===== config.mk =====
export PLATFORM = sky130hd
export DESIGN_NAME = deagc_divider
export DESIGN_NICKNAME = d
export VERILOG_FILES = /design/src/rtl/deagc_divider.sv
export SDC_FILE = /design/constraint.sdc
export NUM_CORES = 1
export LEC_CHECK = 0
export BUFFER_PORTS_ARGS = -buffer_cell sky130_fd_sc_hd__buf_2
export CELL_PAD_IN_SITES_DETAIL_PLACEMENT = 0
export CELL_PAD_IN_SITES_GLOBAL_PLACEMENT = 1
export CORE_MARGIN = 3
export CORE_UTILIZATION = 40
export DETAILED_ROUTE_END_ITERATION = 12
export GPL_TIMING_DRIVEN = 0
export PLACE_DENSITY_LB_ADDON = 0.1
export REMOVE_ABC_BUFFERS = 1
export SLEW_MARGIN = 40
export SYNTH_ARGS = -nofsm -noshare
export SYNTH_HDL_FRONTEND = slang
export SYNTH_SLANG_ARGS = --single-unit

===== constraint.sdc =====
create_clock -name clk -period 2.95 [get_ports clk]
set_input_delay 0.295 -clock clk [delete_from_list [all_inputs] [get_ports clk]]
set_output_delay 0.295 -clock clk [all_outputs]
set_load 0.01 [all_outputs]

===== src/rtl/deagc_divider.sv =====
// De-normalises an AGC-scaled complex sample by dividing each component by the applied gain.
// Two restoring dividers run in lockstep, followed by a rounding, sign and saturation stage.
module deagc_divider #(
    parameter int SAMPLE_WH = 16,
    parameter int SAMPLE_FR = 15,
    parameter int GAIN_WH   = 16,
    parameter int GAIN_FR   = 8
) (
    input  logic                 clk,
    input  logic                 nrst,
    input  logic                 in_valid,
    output logic                 in_ready,
    input  logic [SAMPLE_WH-1:0] in_real,
    input  logic [SAMPLE_WH-1:0] in_imag,
    input  logic [GAIN_WH-1:0]   gain,
    output logic                 out_valid,
    input  logic                 out_ready,
    output logic [SAMPLE_WH-1:0] out_real,
    output logic [SAMPLE_WH-1:0] out_imag,
    output logic                 div0
);

    localparam int N  = SAMPLE_WH + GAIN_FR + 1;
    localparam int CW = $clog2(N);

    localparam logic [N-1:0]         POS_LIM = N'((64'd1 << (SAMPLE_WH - 1)) - 64'd1);
    localparam logic [N-1:0]         NEG_LIM = N'(64'd1 << (SAMPLE_WH - 1));
    localparam logic [SAMPLE_WH-1:0] SAT_POS = {1'b0, {(SAMPLE_WH-1){1'b1}}};
    localparam logic [SAMPLE_WH-1:0] SAT_NEG = {1'b1, {(SAMPLE_WH-1){1'b0}}};
    localparam logic [SAMPLE_WH-1:0] ONE     = SAMPLE_WH'(1);
    localparam logic [CW-1:0]        LAST    = CW'(N - 1);

    // Output format equals input format, so only the Q1.x sample layout is supported.
    if (SAMPLE_FR != SAMPLE_WH - 1) begin : g_fmt_check
        $error("deagc_divider: samples must be Q1.%0d", SAMPLE_WH - 1);
    end

    typedef enum logic [1:0] {
        S_IDLE = 2'd0,
        S_DIV  = 2'd1,
        S_RND  = 2'd2,
        S_OUT  = 2'd3
    } state_t;

    state_t              state_reg;
    state_t              state_next;
    logic [CW-1:0]       cnt_reg;
    logic [GAIN_WH-1:0]  gain_reg;
    logic                gain_zero_reg;
    logic                div0_reg;
    logic                accept;

    assign accept = (state_reg == S_IDLE) && in_valid;

    always_ff @(posedge clk or negedge nrst) begin
        if (!nrst) begin
            state_reg <= S_IDLE;
        end else begin
            state_reg <= state_next;
        end
    end

    always_comb begin
        state_next = state_reg;
        case (state_reg)
            S_IDLE: if (in_valid) state_next = (gain == '0) ? S_RND : S_DIV;
            S_DIV:  if (cnt_reg == LAST) state_next = S_RND;
            S_RND:  state_next = S_OUT;
            S_OUT:  if (out_ready) state_next = S_IDLE;
            default: state_next = S_IDLE;
        endcase
    end

    always_comb begin
        in_ready  = (state_reg == S_IDLE);
        out_valid = (state_reg == S_OUT);
    end

    always_ff @(posedge clk or negedge nrst) begin
        if (!nrst) begin
            cnt_reg       <= '0;
            gain_reg      <= '0;
            gain_zero_reg <= 1'b0;
            div0_reg      <= 1'b0;
        end else begin
            if (accept) begin
                gain_reg      <= gain;
                gain_zero_reg <= (gain == '0);
            end
            if (state_reg == S_DIV) begin
                cnt_reg <= (cnt_reg == LAST) ? '0 : cnt_reg + CW'(1);
            end
            if (state_reg == S_RND) begin
                div0_reg <= gain_zero_reg;
            end
        end
    end

    genvar gi;
    for (gi = 0; gi < 2; gi++) begin : g_lane
        logic [SAMPLE_WH-1:0] x;
        logic [SAMPLE_WH-1:0] abs_x;
        logic [GAIN_WH:0]     shifted;
        logic                 fits;
        logic [N:0]           q_inc;
        logic [N-1:0]         mag;
        logic [SAMPLE_WH-1:0] res_next;
        logic                 sign_reg;
        logic                 nz_reg;
        logic [GAIN_WH-1:0]   rem_reg;
        logic [N-1:0]         quo_reg;
        logic [SAMPLE_WH-1:0] res_reg;

        if (gi == 0) begin : g_re
            assign x = in_real;
        end else begin : g_im
            assign x = in_imag;
        end

        // The most negative code maps to its own bit pattern, read as an unsigned magnitude.
        assign abs_x   = x[SAMPLE_WH-1] ? (~x + ONE) : x;
        assign shifted = {rem_reg, quo_reg[N-1]};
        assign fits    = (shifted >= {1'b0, gain_reg});
        assign q_inc   = {1'b0, quo_reg} + (N+1)'(1);
        assign mag     = N'(q_inc >> 1);

        always_comb begin
            res_next = '0;
            if (!nz_reg) begin
                res_next = '0;
            end else if (gain_zero_reg) begin
                res_next = sign_reg ? SAT_NEG : SAT_POS;
            end else if (!sign_reg) begin
                res_next = (mag > POS_LIM) ? SAT_POS : mag[SAMPLE_WH-1:0];
            end else begin
                res_next = (mag > NEG_LIM) ? SAT_NEG : (~mag[SAMPLE_WH-1:0] + ONE);
            end
        end

        always_ff @(posedge clk or negedge nrst) begin
            if (!nrst) begin
                sign_reg <= 1'b0;
                nz_reg   <= 1'b0;
                rem_reg  <= '0;
                quo_reg  <= '0;
                res_reg  <= '0;
            end else begin
                if (accept) begin
                    sign_reg <= x[SAMPLE_WH-1];
                    nz_reg   <= (x != '0);
                    rem_reg  <= '0;
                    quo_reg  <= {abs_x, {(GAIN_FR+1){1'b0}}};
                end else if (state_reg == S_DIV) begin
                    // Dividend bits shift out of the top while quotient bits shift in at the bottom.
                    if (fits) begin
                        rem_reg <= GAIN_WH'(shifted - {1'b0, gain_reg});
                        quo_reg <= {quo_reg[N-2:0], 1'b1};
                    end else begin
                        rem_reg <= GAIN_WH'(shifted);
                        quo_reg <= {quo_reg[N-2:0], 1'b0};
                    end
                end
                if (state_reg == S_RND) begin
                    res_reg <= res_next;
                end
            end
        end
    end

    assign out_real = g_lane[0].res_reg;
    assign out_imag = g_lane[1].res_reg;
    assign div0     = div0_reg;

endmodule


# After elaboration in Yosys (flattened, before gate mapping)

Cells that the tools add are included.
Widths: inputs -> output; s select.

Output and inout port bits: 35
Flip-flop bits (word level): 143
Memory bits (writable): 0
Word-level logic and storage cells: 80
Memories: 0
Bits in latches: 0
Bits of input ports: 52
ROM bits: 0

Order comparisons: 6
Reductions and logical operators: 7
Muxes and demuxes: 32
Shifts and indexed selects: 0
Div/mod/pow operators: 0
Equality and inequality tests: 7
Bitwise gates (word level): 4
Add/sub/neg operators: 9
Multiply operators: 0

Operator list:

| cell                  | number |
|---|---|
| $mux 16               | 20 |
| $mux 25               | 4 |
| $add 16x1->16 const B | 4 |
| $not 16->16           | 4 |
| $add 25x1->26 const B | 2 |
| $gt 25x15->1 const B  | 2 |
| $gt 25x16->1 const B  | 2 |
| $ge 17x16->1          | 2 |
| $reduce_bool 16->1    | 2 |
| $sub 16x16->16        | 2 |
| $logic_not 16->1      | 1 |
| $mux 2                | 4 |
| $pmux 2 s4            | 1 |
| $add 5x1->5 const B   | 1 |
| $eq 5x5->1 const B    | 1 |
| $mux 5                | 1 |
| $eq 2x2->1 const B    | 2 |
| $ne 2x1->1 const B    | 2 |
| $reduce_and 3->1      | 1 |
| $eq 2x1->1 const B    | 1 |
| $logic_not 2->1       | 1 |
| $mux 1                | 2 |
| $ne 2x2->1 const B    | 1 |
| $reduce_bool 2->1     | 1 |
| $logic_and 1x1->1     | 1 |

# Depth between registers and ports, before layout

Word-level depth: 7
Gate-level depth with buffers: 14
Depth with buffers taken out: 12

# Worst setup path after synthesis

OpenSTA, ideal clock, no wires.

Path type: reg2reg
Start: reg g_lane[1].quo_reg[0]
End: reg g_lane[1].res_reg[15] (netlist: out_imag[15])
Library setup time: 0.126 ns
Cell stages (with the launch flop): 15
Slack: -0.161 ns
Arrival: 2.985 ns
Path buffers: 2
Clock period less this slack: 3.111 ns
Cell sequence: dfrtp_1 > ha_1 > clkbuf_1 > nand2b_1 > nand2_1 > inv_1 > ha_1 > nor2b_1 > a32oi_1 > a2111oi_4 > a41oi_2 > or3_1 > buf_6 > nor4b_2 > o2bb2ai_1

Cells in the longest elaborated chain, start to end: 7
Elaborated cells between the ends (all ways): 10
Those cells by class: 2 x add/sub; 2 x order compare; 5 x mux; 1 x bitwise

RTL lines:

| element                | line | text |
|---|---|---|
| start, declared        | 111  | `logic [N-1:0] quo_reg;` |
| start signal, assigned | 152  | `quo_reg <= {abs_x, {(GAIN_FR+1){1'b0}}};` |
| start signal, assigned | 157  | `quo_reg <= {quo_reg[N-2:0], 1'b1};` |
| start signal, assigned | 160  | `quo_reg <= {quo_reg[N-2:0], 1'b0};` |
| $add 25x1->26 (*)      | 124  | `assign q_inc = {1'b0, quo_reg} + (N+1)'(1);` |
| $not 16->16            | 136  | `res_next = (mag > NEG_LIM) ? SAT_NEG : (~mag[SAMPLE_WH-1:0] + ONE);` |
| $add 16x1->16          | 136  |  |
| $mux 16                | 136  |  |
| $mux 16 (*)            | 133  | `end else if (!sign_reg) begin` |
| $mux 16 (*)            | 131  | `end else if (gain_zero_reg) begin` |
| $mux 16 (*)            | 129  | `if (!nz_reg) begin` |
| end signal, assigned   | 164  | `res_reg <= res_next;` |
| end, declared          | 112  | `logic [SAMPLE_WH-1:0] res_reg;` |

Mark *: on every way between the ends. The rest lies on a longest branch, timed or not.
A chain may end at the register's enable or synchronous reset.

# Final worst setup path

Start: reg g_lane[1].quo_reg[1]
End: reg g_lane[1].res_reg[1] (netlist: out_imag[1])

The elaborated chain is that of the path after synthesis.

==> flow_metrics.py <==
metrics = {
    "synthesis": {
        "postSynthCellCount": 1324,
        "yosysUniqueCellTypes": 80,
        "synth_edf_count": 0,
        "yosys.area.top_type": "dfrtp_1",
        "synth_largest_type_area_fraction_pct": 32.3,
        "netlist_area_sq_mm": 0.0111,
        "ys_seq_area_share_pct": 32.3,
        "synth-async-reset-ratio_pct": 100,
        "synth_area_leaders": "dfrtp_1 32%, mux2i_1 6.7%, o21ai_0 5.3%, ha_1 5.2%, xnor2_1 4.9%",
        "ys_seq_elements": 143,
        "syn_avg_cell_area_sq_um": 8.37,
        "yosys_warnings": 0,
        "ys.flop_type": "dfrtp_1",
    },
    "clock_tree": {
        "clkSinkCount": 143,
        "cts_root_buffer": "clkbuf_16",
        "cts_buffers": 17,
        "cts_buffer_depth": 2,
        "clkTransAtPathRegs_ps": 60,
        "clk_latency_ps": 430,
        "cts_tree": "built",
        "htreeDepth": 4,
    },
    "timing": {
        "whs_ps": 88.0,
        "worst_pin_slew_ps": 1100,
        "finClkSkew_ps": 11.1,
        "fmax_ghz": 0.342,
        "period_share_pct": 99.1,
        "finalMaxSlewViolations": 0,
        "hold_viol_final": 0,
        "setup_viol": 0,
        "grt_setup_unrepaired": "yes",
        "period_needed_ps": 2920,
        "slew_headroom_pct": 26.1,
        "setup_ws_ps": 28.0,
    },
    "routing": {
        "vias_per_cell": 5.63,
        "drcViolationCount": 0,
        "wl_um": 32500,
        "drtAntennaViolNets": 0,
        "wl_per_cell_um": 17.7,
        "drt-initial-drc-count": 583,
        "first_pass_iters": 5,
        "route.vias.total": 10400,
    },
    "cells_and_area": {
        "fill_cells": 2552,
        "final_nets": 1555,
        "syn_to_final_growth_pct": 25.9,
        "drive_gt1_share_pct": 25.3,
        "final_area_sq_mm": 0.0140,
        "largest_reg_flops": 50,
        "final_core_util_pct": 51.5,
        "antennaDiodeCount": 0,
        "final-instance-count-excl-fill": 1840,
    },
    "global_route": {
        "grt_pass1_wl_um": 51200,
        "grt_pass1_vias": 9604,
        "gr-usage-met3_pct": 2.86,
        "busiest_layer": "met2",
        "grt_util_met1_pct": 31.5,
        "grt_use_met2_pct": 32.9,
        "grt_usage_pct": 21.2,
        "antenna_found_initial": 0,
        "grt_overflow_total": 0,
        "grt_max_degree": 69,
    },
    "worst_setup_path": {
        "startpoint": "g_lane[1].quo_reg[1]",
        "r2r_cells": 11,
        "worstPathArrival_ps": 3240,
        "start_kind": "flip-flop",
        "rrSetupSlack_ps": 30,
        "cp.required_ps": 3270,
        "reg2reg_to": "out_imag[1]",
        "cp_max_fo": 9,
        "crit_path_end": "out_imag[1]",
        "crit_type": "flip-flop to flip-flop",
        "reg2reg_from": "g_lane[1].quo_reg[1]",
        "end_kind": "flip-flop",
    },
    "die": {
        "die_area_sq_mm": 0.0297,
        "die_y_um": 172,
        "start_util_pct": 40.9,
        "die_x_um": 172,
        "num_rows": 60,
        "core-area_sq_mm": 0.0271,
        "io_pins": 87,
    },
    "job": {
        "cap_violations": 0,
    },
    "worst_hold_path": {
        "min_path_type": "input pin to flip-flop",
        "hold_path_depth": 3,
    },
    "place": {
        "port_buffers": 86,
        "place_congestion": 0.853,
        "hpwl_um": 22300,
        "place_inst": 1718,
        "place_ws_ps": -1010,
        "place_area_sq_mm": 0.0119,
    },
    "pwr": {
        "leakage_nw": 5.91,
        "powerDensity_mw_per_mm2": 1240,
        "ir_drop_mv": 0.735,
    },
    "outcome": {
        "status": "finished clean",
    },
}
cells by family after synthesis:
| family | Yosys count | share of synthesized area, % |
|---|---|---|
| xor gates and xnor gates | 84 | 6.64 |
| adders and majority gates | 48 | 5.56 |
| muxes | 77 | 6.99 |
| DFF | 143 | 32.3 |
| AOI/OAI and AO/OA | 371 | 21.7 |
| and+or+nand+nor | 459 | 21.5 |
| buffers and inverters | 142 | 5.35 |
what timing repair did:
action,4_1_cts,5_1_grt
pin swaps,15,59
hold endpoints to repair,38,0
setup buffers,27,61
hold buffers,1,0
gates resized for setup,63,107
endpoints found under the setup margin,52,55
cloned,0,3
area by class of cell:
class	instances	area, sq um	area share, %
Clock buffer	18	439	3.15
Clock inverter	14	93.8	0.673
Inverter	64	243	1.74
Multi-Input combinational cell	1041	7710	55.2
Sequential cell	143	3610	25.9
Tap cell	372	465	3.34
Timing Repair Buffer	188	1390	9.98
layer usage:
layer	part of all wire (%)	wire length (um)
met1	49	16000
met2	46	15000
met3	3.5	1150
met4	1.0	340
met5	0	0
worst min-delay path by stage:
stage,start,endpoint
CTS,gain[12],gain_reg[12]
finish,gain[12],gain_reg[12]
global route,gain[9],gain_reg[9]
detailed placement,nrst,out_real[10]
global placement,out_real[15],out_real[15]
floorplan,nrst,cnt_reg[0]
worst max-delay path: stages, from the launching register on:
cell	delay (ps)
dfrtp_2	430
ha_4	220
nand4_1	120
buf_4	190
nor3_4	260
xnor2_2	230
or4_1	220
o211ai_4	120
buf_4	170
or4_1	400
a32o_1	270
a31o_1	170
through the flow:
step,setup TNS (ps),power (mW)
global route,-500,18.9
finish,0,17.3
CTS,-33.6,16.1
global placement,-364940,13.2
floorplan,-94350,10.9
detailed placement,-23980,13.4
cell usage in the layout (no fill, tap or decap), types with 30 or more instances in the layout:
cell and instances:
a21oi_1 70, buf_2 87, buf_4 75, dfrtp_1 116, ha_1 38, inv_1 60
mux2i_1 73, nand2_1 126, nand3_1 36, nand4_1 30, nor2_1 80, o21ai_0 114
xnor2_1 55
power breakdown:
group	internal [mW]	total (mW)	switching, mW	leakage (nW)
Sequential	2.89	3.99	1.10	1.76
Combinational	5.22	11.3	6.13	3.90
Clock	1.09	2.01	0.920	0.254
synth_stat cells (all sizes together) (32+ instances only):
library cell    n
dfrtp         143
nand2         130
o21ai         130
nor2           82
mux2i          74
a21oi          73
inv            63
xnor2          62
ha             46
clkbuf         44
nand3          39
nor3           35
buf            34
nor4           33
nand4          32
(Power assumes the default switching activity.)
